==> config.mk <==
export PLATFORM = sky130hd
export DESIGN_NAME = fetch_stage
export DESIGN_NICKNAME = d
export VERILOG_FILES = /design/src/rtl/fetch_pkg.sv /design/src/rtl/fetch_perf_cnt.sv /design/src/rtl/fetch_stage.sv
export SDC_FILE = /design/constraint.sdc
export NUM_CORES = 1
export LEC_CHECK = 0
export CELL_PAD_IN_SITES_DETAIL_PLACEMENT = 1
export CELL_PAD_IN_SITES_GLOBAL_PLACEMENT = 2
export CORE_MARGIN = 2
export CORE_UTILIZATION = 25
export DETAILED_ROUTE_END_ITERATION = 8
export GPL_TIMING_DRIVEN = 0
export HOLD_SLACK_MARGIN = 0.06
export PLACE_DENSITY_LB_ADDON = 0.1
export SLEW_MARGIN = 20
export SYNTH_ARGS = -nofsm -noshare
export SYNTH_HDL_FRONTEND = slang
export SYNTH_SLANG_ARGS = --single-unit
export TNS_END_PERCENT = 20
==> constraint.sdc <==
create_clock -name clk -period 3 [get_ports clk]
set_input_delay 0.3 -clock clk [delete_from_list [all_inputs] [get_ports clk]]
set_output_delay 0.3 -clock clk [all_outputs]
set_load 0.05 [all_outputs]
==> src/rtl/fetch_pkg.sv <==
// Shared types and constants for the instruction fetch stage.
package fetch_pkg;

  typedef enum logic [1:0] {
    F_REQ  = 2'd0,
    F_WAIT = 2'd1,
    F_HOLD = 2'd2,
    F_KILL = 2'd3
  } fetch_state_e;

  localparam logic [31:0] BUBBLE_INST = 32'h0000_0000;
  localparam logic [31:0] PC_STEP     = 32'd4;

  // Redirect targets are forced onto a word boundary.
  function automatic logic [31:0] word_align(input logic [31:0] addr);
    return addr & 32'hFFFF_FFFC;
  endfunction

endpackage

==> src/rtl/fetch_perf_cnt.sv <==
// Fetch performance counters: delivered instructions and discarded responses.
// Instantiated by fetch_stage only when FETCH_PERF_EN is defined.
module fetch_perf_cnt
  import fetch_pkg::*;
(
  input  logic        clk,
  input  logic        reset,
  input  logic        i_inc_fetched,
  input  logic        i_inc_killed,
  output logic [31:0] o_perf_fetched,
  output logic [31:0] o_perf_killed
);

  logic [31:0] r_fetched;
  logic [31:0] r_killed;

  // Free-running event counters, wrapping at 2^32.
  always_ff @(posedge clk or posedge reset) begin
    if (reset) begin
      r_fetched <= 32'h0000_0000;
      r_killed  <= 32'h0000_0000;
    end else begin
      if (i_inc_fetched) begin
        r_fetched <= r_fetched + 32'd1;
      end
      if (i_inc_killed) begin
        r_killed <= r_killed + 32'd1;
      end
    end
  end

  assign o_perf_fetched = r_fetched;
  assign o_perf_killed  = r_killed;

endmodule

==> src/rtl/fetch_stage.sv <==
// Single-outstanding-request instruction fetch with stall hold and branch redirect.
// Define FETCH_PERF_EN to build the fetched/killed performance counters.
module fetch_stage
  import fetch_pkg::*;
#(
  parameter logic [31:0] RESET_PC = 32'h0000_0000
) (
  input  logic        clk,
  input  logic        reset,
  input  logic        stall,
  input  logic        br_taken,
  input  logic [31:0] br_target,
  output logic        imem_req,
  output logic [31:0] imem_addr,
  input  logic        imem_gnt,
  input  logic        imem_rvalid,
  input  logic [31:0] imem_rdata,
  output logic [31:0] pc,
  output logic [31:0] inst,
  output logic        fetch_valid,
  output logic [31:0] perf_fetched,
  output logic [31:0] perf_killed
);

  fetch_state_e state_q;
  fetch_state_e w_state_d;
  logic [31:0]  pc_q;
  logic [31:0]  w_pc_d;
  logic [31:0]  hold_pc;
  logic [31:0]  hold_inst;
  logic         w_hold_ld;
  logic         w_req;
  logic         w_valid;
  logic [31:0]  w_out_pc;
  logic [31:0]  w_out_inst;

  // Next-state, next-pc and handoff decode; br_taken overrides every other event.
  always_comb begin
    w_state_d  = state_q;
    w_pc_d     = pc_q;
    w_hold_ld  = 1'b0;
    w_req      = 1'b0;
    w_valid    = 1'b0;
    w_out_pc   = 32'h0000_0000;
    w_out_inst = BUBBLE_INST;
    case (state_q)
      F_REQ: begin
        if (br_taken) begin
          w_pc_d    = word_align(br_target);
          w_state_d = F_REQ;
        end else begin
          w_req = 1'b1;
          if (imem_gnt) begin
            w_state_d = F_WAIT;
          end else begin
            w_state_d = F_REQ;
          end
        end
      end
      F_WAIT: begin
        if (br_taken) begin
          w_pc_d = word_align(br_target);
          if (imem_rvalid) begin
            w_state_d = F_REQ;
          end else begin
            w_state_d = F_KILL;
          end
        end else if (imem_rvalid) begin
          if (stall) begin
            w_hold_ld = 1'b1;
            w_state_d = F_HOLD;
          end else begin
            w_valid    = 1'b1;
            w_out_pc   = pc_q;
            w_out_inst = imem_rdata;
            w_pc_d     = pc_q + PC_STEP;
            w_state_d  = F_REQ;
          end
        end else begin
          w_state_d = F_WAIT;
        end
      end
      F_HOLD: begin
        if (br_taken) begin
          w_pc_d    = word_align(br_target);
          w_state_d = F_REQ;
        end else if (!stall) begin
          w_valid    = 1'b1;
          w_out_pc   = hold_pc;
          w_out_inst = hold_inst;
          w_pc_d     = pc_q + PC_STEP;
          w_state_d  = F_REQ;
        end else begin
          w_state_d = F_HOLD;
        end
      end
      F_KILL: begin
        // A response landing with a fresh redirect retires the only outstanding
        // request, so there is nothing left to wait for.
        if (br_taken) begin
          w_pc_d = word_align(br_target);
        end else begin
          w_pc_d = pc_q;
        end
        if (imem_rvalid) begin
          w_state_d = F_REQ;
        end else begin
          w_state_d = F_KILL;
        end
      end
      default: begin
        w_state_d = F_REQ;
      end
    endcase
  end

  // FSM state, fetch address and stalled-response capture.
  always_ff @(posedge clk or posedge reset) begin
    if (reset) begin
      state_q   <= F_REQ;
      pc_q      <= RESET_PC;
      hold_pc   <= 32'h0000_0000;
      hold_inst <= 32'h0000_0000;
    end else begin
      state_q <= w_state_d;
      pc_q    <= w_pc_d;
      if (w_hold_ld) begin
        hold_pc   <= pc_q;
        hold_inst <= imem_rdata;
      end
    end
  end

  assign imem_req    = w_req & ~reset;
  assign imem_addr   = pc_q;
  assign fetch_valid = w_valid & ~reset;
  assign pc          = fetch_valid ? w_out_pc : 32'h0000_0000;
  assign inst        = fetch_valid ? w_out_inst : BUBBLE_INST;

`ifdef FETCH_PERF_EN
  logic w_kill;

  assign w_kill = ((state_q == F_KILL) & imem_rvalid)
                | ((state_q == F_WAIT) & br_taken & imem_rvalid)
                | ((state_q == F_HOLD) & br_taken);

  fetch_perf_cnt u_perf (
    .clk            (clk),
    .reset          (reset),
    .i_inc_fetched  (fetch_valid),
    .i_inc_killed   (w_kill),
    .o_perf_fetched (perf_fetched),
    .o_perf_killed  (perf_killed)
  );
`else
  assign perf_fetched = 32'h0000_0000;
  assign perf_killed  = 32'h0000_0000;
`endif

endmodule

==> out/metrics.csv <==
metric,value,unit
p_switching,0.001468,W
clock-root-buffer,clkbuf_16,
slowest_stage,dlygate4sd2_1,
h-tree-depth,3,
syn_avg_cell_area,9.495,um^2
netlist_area,0.005707,mm^2
grt_pass1_vias,5425,
critPathTopFamily,buffers and inverters,
path_class,reg2out,
cts-buffers-inserted,9,
ys_top_cells_by_count,"dfrtp_1, nor2_1, buf_4, a22oi_1, mux2_2",
finClkSkew,0.01007,ns
synth_top_cell_by_area,dfrtp_1,
status,finished clean,
critPathLaunchType,register,
slew_headroom,40.02,%
gr-total-overflow,0,
pwr_density_cell,519.5,mW/mm^2
wire_per_inst,17.74,um
fin_cells,1130,
ios,232,
dieHeight,155.1,um
cts_tree,done,
r2r_start,state_q[0]$_DFF_PP0_,
power_frac_comb,29.0,%
fin_nets,916,
crit_fanout,10,
critPathMaxStageDelay,0.53,ns
fin_crit,2.950,ns
required,2.70,ns
drive_gt1_share,27.46,%
post-route-util,36.43,%
setup_violations,0,
grt_max_degree,59,
cts_buffer_depth,2,
hold_path_class,in2async,
via_per_inst,4.596,
netlist.area_leader.share,41.22,%
p_seq_share,42.4,%
port_buffers,161,
worst_setup_path_end_kind,primary output,
ys_async_sr_fraction,100.0,%
dr_total_vias,5194,
antenna_found_initial,0,
yosysMostFrequentCell,dfrtp_1,
die_w,155.1,um
worst_ir_drop_vdd,0.2593,mV
ys_warn_count,0,
tns,0,ns
dieArea,0.02405,mm^2
path_buf_inv,3,
swShare,34.48,%
syn_to_final_growth,43.65,%
grt_use_total,16.46,%
row_count,55,
drt_iter0_markers,195,
finalCritPeriodShare,98.32,%
dp_hpwl,15050,um
start_util,25.36,%
clkSinkCount,94,
clkTransAtPathRegs,0.06,ns
core,0.02250,mm^2
clk_latency,0.35,ns
synth-edff-count,0,
drc_errors,0,
preCtsSetupSlack,-0.8325,ns
grt_pass1_wl,31010,um
rsz0062_at_grt,true,
max_clock_freq,339.0,MHz
path_cells,inv_1 -> ha_1 -> nand2b_2 -> nor3_2 -> o21ai_4 -> clkbuf_2 -> nor2_1 -> dlygate4sd2_1,
seq_area_frac_synth,41.22,%
finalMaxSlewViolations,0,
cp-startpoint,state_q[0]$_DFF_PP0_,
synthCells,601,
dr.pass1.iters,4,
p_int,0.002791,W
synth-seq-cells,94,
maxCapViolations,0,
place_congestion,0.7937,
hold_viol,0,
diodes,0,
cts_hold_buf,0,
power_frac_clock,28.6,%
ys_types,53,
finalWorstSetupSlack,0.05037,ns
ant_nets,0,
leakage,3.527,nW
arrival,2.65,ns
place_inst,1115,
yosys_most_used_dff,dfrtp_1,
synth_area_leaders,"dfrtp_1, mux2_2, buf_4",
worstMarginPinSlew,0.8997,ns
routed_wl,20050,um
-- state kept, by name, summed over array words and instances (netlist names) --
signal / cells
hold_inst: 32
hold_pc: 30
imem_addr: 30
state_q: 2
-- kinds of logic after synthesis --
group | after synthesis | synth area share [%]
other | 1 | 0.06571
multiplexers | 62 | 12.23
flip-flops | 94 | 41.22
AND/OR/NAND/NOR | 177 | 14.91
AO/OA/AOI/OAI | 130 | 15.68
buffers and inverters | 120 | 12.89
adder cells (fa/ha/maj) | 6 | 1.315
XOR/XNOR | 11 | 1.688
-- area by class of cell --
class                           count  area (um^2)
Buffer                            110        721.9
Clock buffer                       11        252.7
Clock inverter                      5        56.30
Fill cell                        2608        14310
Inverter                            9        38.79
Multi-Input combinational cell    454         2892
Sequential cell                    94         2352
Tap cell                          285        356.6
Timing Repair Buffer              162         1528
-- stage by stage --
| stage | instance area (um^2) | total power, W | hold slack [ns] |
|---|---|---|---|
| final | 8198 | 0.004259 | 0.4104 |
| after CTS | 8329 | 0.004304 | 0.4245 |
| after detailed placement | 7959 | 0.003064 | 0.4818 |
| after global placement | 7926 | 0.003014 | 0.4700 |
| after floorplan | 5958 | 0.002654 | 0.3958 |
| after global routing | 8198 | 0.004480 | 0.4397 |
-- layout by cell type, fill, tap and decap left out, drive strengths merged, types with 4 or more instances in the layout --
cell type,Yosys,routed
clkdlybuf4s18,0,4
nand3,10,10
nor3,8,8
a22oi,64,64
o21ai,21,21
nand2,31,31
xnor2,6,6
clkdlybuf4s50,0,97
xor2,5,5
clkbuf,30,62
and3,6,6
buf,81,89
inv,9,10
a31oi,7,7
nand2b,5,5
conb,1,68
clkdlybuf4s15,0,26
nor4,6,6
nand4,7,7
nor2,83,83
dfrtp,94,94
and4,6,6
ha,6,6
a21oi,16,16
nor2b,6,6
mux2,62,62
-- routing by layer --
metal	GRT usage, %	up-vias	wire, um
met1	21.64	2563	9112
met4	4.101	0	212
met5	0	-	0
li1	-	2484	-
met2	28.40	135	9864
met3	2.451	12	857
-- path summary, 6_finish.rpt --
| kind | cells past startpoint | slack (ns) | end |
|---|---|---|---|
| max | 8 | 0.05 | inst[2] |
| min | 2 | 0.41 | state_q[1]$_DFF_PP0_ |
| max reg2reg | 9 | 0.20 | imem_addr[12]$_DFFE_PP0P_ |
| min reg2reg | 2 | 0.49 | hold_pc[29]$_DFFE_PP0P_ |
| max in group asynchronous | 3 | 1.95 | imem_addr[17]$_DFFE_PP0P_ |
| min in group clk | 2 | 0.49 | hold_pc[29]$_DFFE_PP0P_ |
-- repair_timing --
| action | 4_1_cts | 5_1_grt |
|---|---|---|
| endpoints found under the setup margin | 63 | 63 |
| setup buffers | 0 | 0 |
| endpoints found under the hold margin | 0 | 0 |
| resized for setup | 164 | 61 |
| gates cloned | 0 | 0 |
-- power groups by stage --
stage	Clock (W)	Sequential (W)	Combinational [W]
after floorplan	0	0.00193	0.000721
after global placement	0	0.00181	0.00121
after detailed placement	0	0.00183	0.00124
after CTS	0.00126	0.00180	0.00124
after global routing	0.00130	0.00185	0.00133
final	0.00122	0.00180	0.00124
Power figures use the tool's default switching activity.
